File: config.mk
export PLATFORM = sky130hd
export DESIGN_NAME = reorder_buffer
export DESIGN_NICKNAME = d
export VERILOG_FILES = /design/src/rtl/reorder_buffer.sv
export SDC_FILE = /design/constraint.sdc
export NUM_CORES = 1
export LEC_CHECK = 0
export BUFFER_PORTS_ARGS = -buffer_cell sky130_fd_sc_hd__buf_2
export CAP_MARGIN = 10
export CORE_MARGIN = 5
export CORE_UTILIZATION = 61
export DETAILED_ROUTE_END_ITERATION = 8
export GPL_ROUTABILITY_DRIVEN = 0
export MAX_ROUTING_LAYER = met4
export PLACE_DENSITY = 0.8
export REMOVE_ABC_BUFFERS = 1
export SETUP_SLACK_MARGIN = 0.1
export SYNTH_ARGS = -nofsm -noshare
export SYNTH_HDL_FRONTEND = slang
export SYNTH_SLANG_ARGS = --single-unit
export TNS_END_PERCENT = 10
File: constraint.sdc
create_clock -name clk -period 3.4 [get_ports clk]
set_clock_uncertainty 0.1 [all_clocks]
set_input_delay 0 -clock clk [delete_from_list [all_inputs] [get_ports clk]]
set_output_delay 0 -clock clk [all_outputs]
set_load 0.005 [all_outputs]
File: src/rtl/reorder_buffer.sv
// In-order retirement buffer: allocates tags at issue, captures CDB results, retires in program order.
// Optional ROB_CDB_BYPASS_EN forwards a same-cycle CDB broadcast onto the lookup outputs.
module reorder_buffer #(
    parameter int unsigned DEPTH  = 8,
    parameter int unsigned TAG_W  = 3,
    parameter int unsigned DATA_W = 32,
    parameter int unsigned REG_W  = 5
) (
    input  logic              clk,
    input  logic              rst_n,
    input  logic              alloc_valid,
    input  logic [REG_W-1:0]  alloc_rd,
    output logic              alloc_ready,
    output logic [TAG_W-1:0]  alloc_tag,
    input  logic              cdb_valid,
    input  logic [TAG_W-1:0]  cdb_tag,
    input  logic [DATA_W-1:0] cdb_value,
    input  logic [TAG_W-1:0]  lookup_tag,
    output logic              lookup_done,
    output logic [DATA_W-1:0] lookup_value,
    output logic              commit_valid,
    output logic [REG_W-1:0]  commit_rd,
    output logic [DATA_W-1:0] commit_value,
    output logic [TAG_W-1:0]  commit_tag,
    input  logic              flush,
    output logic [TAG_W:0]    count
);

    localparam logic [TAG_W:0] L_DEPTH = (TAG_W+1)'(DEPTH);

    logic [DEPTH-1:0]  r_busy;
    logic [DEPTH-1:0]  r_done;
    logic [REG_W-1:0]  r_rd    [DEPTH];
    logic [DATA_W-1:0] r_value [DEPTH];
    logic [TAG_W-1:0]  r_head;
    logic [TAG_W-1:0]  r_tail;
    logic [TAG_W:0]    r_count;

    logic w_alloc_fire;
    logic w_cdb_fire;
    logic w_retire_fire;

    // alloc_ready looks only at the registered count; a same-edge retire never frees a slot early
    assign alloc_ready   = (r_count < L_DEPTH);
    assign alloc_tag     = r_tail;
    assign count         = r_count;
    assign w_alloc_fire  = alloc_valid && alloc_ready;
    assign w_cdb_fire    = cdb_valid && r_busy[cdb_tag];
    assign w_retire_fire = r_busy[r_head] && r_done[r_head];

    // Operand lookup for renaming
    always_comb begin
        lookup_done  = r_busy[lookup_tag] && r_done[lookup_tag];
        lookup_value = lookup_done ? r_value[lookup_tag] : '0;
`ifdef ROB_CDB_BYPASS_EN
        if (cdb_valid && (cdb_tag == lookup_tag) && r_busy[lookup_tag]) begin
            lookup_done  = 1'b1;
            lookup_value = cdb_value;
        end
`endif
    end

    // Entry state, pointers, occupancy and registered commit port
    always_ff @(posedge clk or negedge rst_n) begin
        if (!rst_n) begin
            r_busy       <= '0;
            r_done       <= '0;
            r_head       <= '0;
            r_tail       <= '0;
            r_count      <= '0;
            commit_valid <= 1'b0;
            commit_rd    <= '0;
            commit_value <= '0;
            commit_tag   <= '0;
            for (int i = 0; i < int'(DEPTH); i++) begin
                r_rd[i]    <= '0;
                r_value[i] <= '0;
            end
        end else if (flush) begin
            r_busy       <= '0;
            r_done       <= '0;
            r_head       <= '0;
            r_tail       <= '0;
            r_count      <= '0;
            commit_valid <= 1'b0;
        end else begin
            if (w_cdb_fire) begin
                r_value[cdb_tag] <= cdb_value;
                r_done[cdb_tag]  <= 1'b1;
            end
            if (w_alloc_fire) begin
                r_busy[r_tail]  <= 1'b1;
                r_done[r_tail]  <= 1'b0;
                r_rd[r_tail]    <= alloc_rd;
                r_value[r_tail] <= '0;
                r_tail          <= r_tail + TAG_W'(1);
            end
            // Retire last so it wins over a repeated CDB write to the head slot
            if (w_retire_fire) begin
                commit_rd      <= r_rd[r_head];
                commit_value   <= r_value[r_head];
                commit_tag     <= r_head;
                r_busy[r_head] <= 1'b0;
                r_done[r_head] <= 1'b0;
                r_head         <= r_head + TAG_W'(1);
            end
            commit_valid <= w_retire_fire;
            case ({w_alloc_fire, w_retire_fire})
                2'b10:   r_count <= r_count + (TAG_W+1)'(1);
                2'b01:   r_count <= r_count - (TAG_W+1)'(1);
                default: r_count <= r_count;
            endcase
        end
    end

endmodule

==> metrics <==
Worst-Skew Late Latency 520 ps; Pins Over Slew Limit 0; gr ovfl total 0; Cell Area, Synth 17900 sq um; vias in the first global route 13800; first-pass iteration count of the detailed router 7; worst reg2reg setup slack 730 ps; Cell Area, Placed 18800 sq um; Worst Hold Class input port to asynchronous set/reset pin; fin area 20700 sq um; dpl ws 804 ps; slowest stage delay, CP 630 ps; minimum clock period 2840 ps; core footprint 28800 sq um; achievable frequency 0.353 GHz; Async SR Flop Fraction 1.00; H-tree Lvls 2; Worst path top cell family by delay multiplexers; Bufs on Longest Clock Path 3; DRC 0; Final WS setup 564 ps; CP max-delay cell mux2_2; Via Count 13300; post-DP HPWL 28.1 mm; Power Dens Cells 495 nW/um^2; Site Rows 62; fraction of layout cells with a size suffix above 1 0.302; CTS root buffer clkbuf_16; cts bufs inserted 39; setup repair bufs after CTS 0; CP cell instances nand2_1 -> mux4_2 -> mux2_2 -> nor2_1 -> buf_2; first-pass GRT wire length 81.6 mm; CP Class flip-flop to output pin; Syn Inst Count 1307; pin count of the biggest net entering global routing 106; RSZ-0062 raised after global routing false; chip width 181 um; DRC violation total after the first TritonRoute iteration 1804; max_cap viols 0; sequential area share after synthesis 0.509; Primary FF master, synth dfrtp_1; critical path peak fanout 33; Die H 181 um; Critical Path Sink Type output pin; Ys Warns 0; cts repair resizes 0; final hold violations 0; worst-case vdd ir drop 433 uV; Total Power 10.2 mW; Total GRT Usage 0.324; status finished, final reports clean; CP bufs+invs 1; CP Data Required Time 3300 ps; max_slew headroom 0.321; Tcrit/Tclk final 0.834; Layout area overhead 15.6%; final setup fails 0; CTS tree done; synthesized flop and latch total 363; CTS clk-pin slew, worst paths 60 ps; wire per inst 28.4 um; Hold Slack 53.3 ps; Nets 1457; Worst EP arrival 2740 ps; WL final 51.6 mm; vias per cell 7.32; CTS sink cnt 363; Worst-Margin Slew 1020 ps; Yosys cell types 53; I/O Buffers 129; Mean Syn Cell Area 13.7 sq um; Ports 130; ANT nets after route 0; kind of start point of the critical path flip-flop; initial antenna violation count 2; Static Leak 9.30 nW; Starting Density 0.621; DIE AREA 32800 sq um; Post-synth EDFFs 0
-- path summary, 6_finish.rpt --
| kind | startpoint | to | depth (start not counted) |
|---|---|---|---|
| min in group clk | cdb_value[8] | r_value[104]$_DFFE_PN0N_ | 3 |
| setup / recovery | r_busy[7]$_DFF_PN0_ | lookup_value[30] | 5 |
| max in group asynchronous | rst_n | r_value[241]$_DFFE_PN0N_ | 3 |
| hold / removal | rst_n | r_value[89]$_DFFE_PN0N_ | 2 |
| hold reg to reg | r_done[4]$_DFF_PN0_ | r_busy[4]$_DFF_PN0_ | 1 |
| setup reg to reg | r_busy[7]$_DFF_PN0_ | count[3]$_DFFE_PN0P_ | 9 |
-- per-layer routing --
layer	track usage	vias to the layer above	part of all wire
met3	0.0656	153	0.10
li1	-	5286	-
met5	-	-	0
met2	0.498	915	0.48
met4	0.111	0	0.035
met1	0.440	6953	0.39
-- layout make-up --
class / instances / area (sq um)
tap: 384 / 480
clock inverter: 14 / 253
fill: 1823 / 8130
antenna: 2 / 5.00
multi-input combinational: 780 / 8160
sequential: 363 / 9090
timing repair buffer: 210 / 1460
inverter: 11 / 41.3
clock buffer: 55 / 1170
-- cells by family after synthesis --
| family | Yosys count | share of synthesized area |
|---|---|---|
| xor+xnor | 6 | 0.00294 |
| fa+ha+maj | 4 | 0.00280 |
| flops | 363 | 0.509 |
| simple gates | 138 | 0.0358 |
| buf+inv | 164 | 0.0375 |
| compound gates | 371 | 0.162 |
| mux | 261 | 0.250 |
-- layout by cell type (no fill, tap or decap), types with 3 or more instances in the layout --
cell | netlist | layout
nor3_1 | 8 | 5
nand2_1 | 37 | 37
buf_4 | 0 | 30
nand3b_1 | 4 | 4
nor3_2 | 2 | 4
nor2b_1 | 5 | 5
clkbuf_16 | 0 | 41
o21ai_0 | 5 | 5
nand3_1 | 6 | 6
a31oi_1 | 3 | 3
buf_2 | 24 | 127
dfrtp_1 | 363 | 360
buf_12 | 0 | 6
ha_1 | 4 | 4
a21oi_1 | 83 | 83
nand4_1 | 3 | 3
mux2i_1 | 72 | 72
mux2_2 | 44 | 44
nor2_1 | 56 | 54
a21o_1 | 3 | 3
clkbuf_8 | 0 | 9
inv_1 | 10 | 10
dlygate4sd3_1 | 0 | 46
bufinv_16 | 0 | 7
a22o_1 | 256 | 256
clkinvlp_4 | 0 | 3
a22oi_1 | 3 | 3
mux4_2 | 143 | 143
clkinv_2 | 0 | 4
xnor2_1 | 4 | 4
clkbuf_1 | 77 | 5
and2_1 | 7 | 6
-- flip-flops by register name (all words and copies together) (netlist names) --
| register | cells |
|---|---|
| r_busy | 8 |
| r_rd | 40 |
| commit_valid | 1 |
| commit_value | 32 |
| r_value | 256 |
| commit_tag | 3 |
| commit_rd | 5 |
| count | 4 |
| r_head | 3 |
| r_done | 8 |
| alloc_tag | 3 |
-- through the flow --
stage / setup TNS (ps) / cells / utilization
final: 0 / 1819 / 0.718
after floorplan: -112730 / 1154 / -
after CTS: 0 / 1817 / 0.717
after global routing: 0 / 1819 / 0.718
after global placement: 0 / 1702 / 0.652
after detailed placement: 0 / 1702 / 0.652
-- timing repair --
action	in CTS	in global routing
setup endpoints to repair	0	0
hold buffers	46	0
endpoints found under the hold margin	410	0
-- worst register-to-register path: cells and delay by family (launching register included) --
kind,cells,cell delay [ps]
multiplexers,2,850
AO/OA/AOI/OAI,4,580
flip-flops,1,430
AND/OR/NAND/NOR,2,360
adder cells (fa/ha/maj),1,280
-- cell usage after synthesis, drive strengths merged (4+ instances only) --
cell,count,share of area
dfrtp,363,0.51
a22o,256,0.13
mux4,143,0.18
a21oi,83,0.023
clkbuf,78,0.016
buf,75,0.019
mux2i,73,0.042
nor2,56,0.012
mux2,45,0.028
nand2,37,0.0078
inv,10,0.0021
nor3,10,0.0034
and2,8,0.0028
nand3,6,0.0017
o21ai,6,0.0017
nor2b,5,0.0018
ha,4,0.0028
nand3b,4,0.0017
xnor2,4,0.0020
-- power by group --
group          switching (mW)  total (mW)  internal, mW
Clock                    1.76        4.68          2.92
Sequential              0.145        4.67          4.52
Combinational           0.460       0.868         0.409
Total                    2.36        10.2          7.86
(Power assumes the default switching activity.)
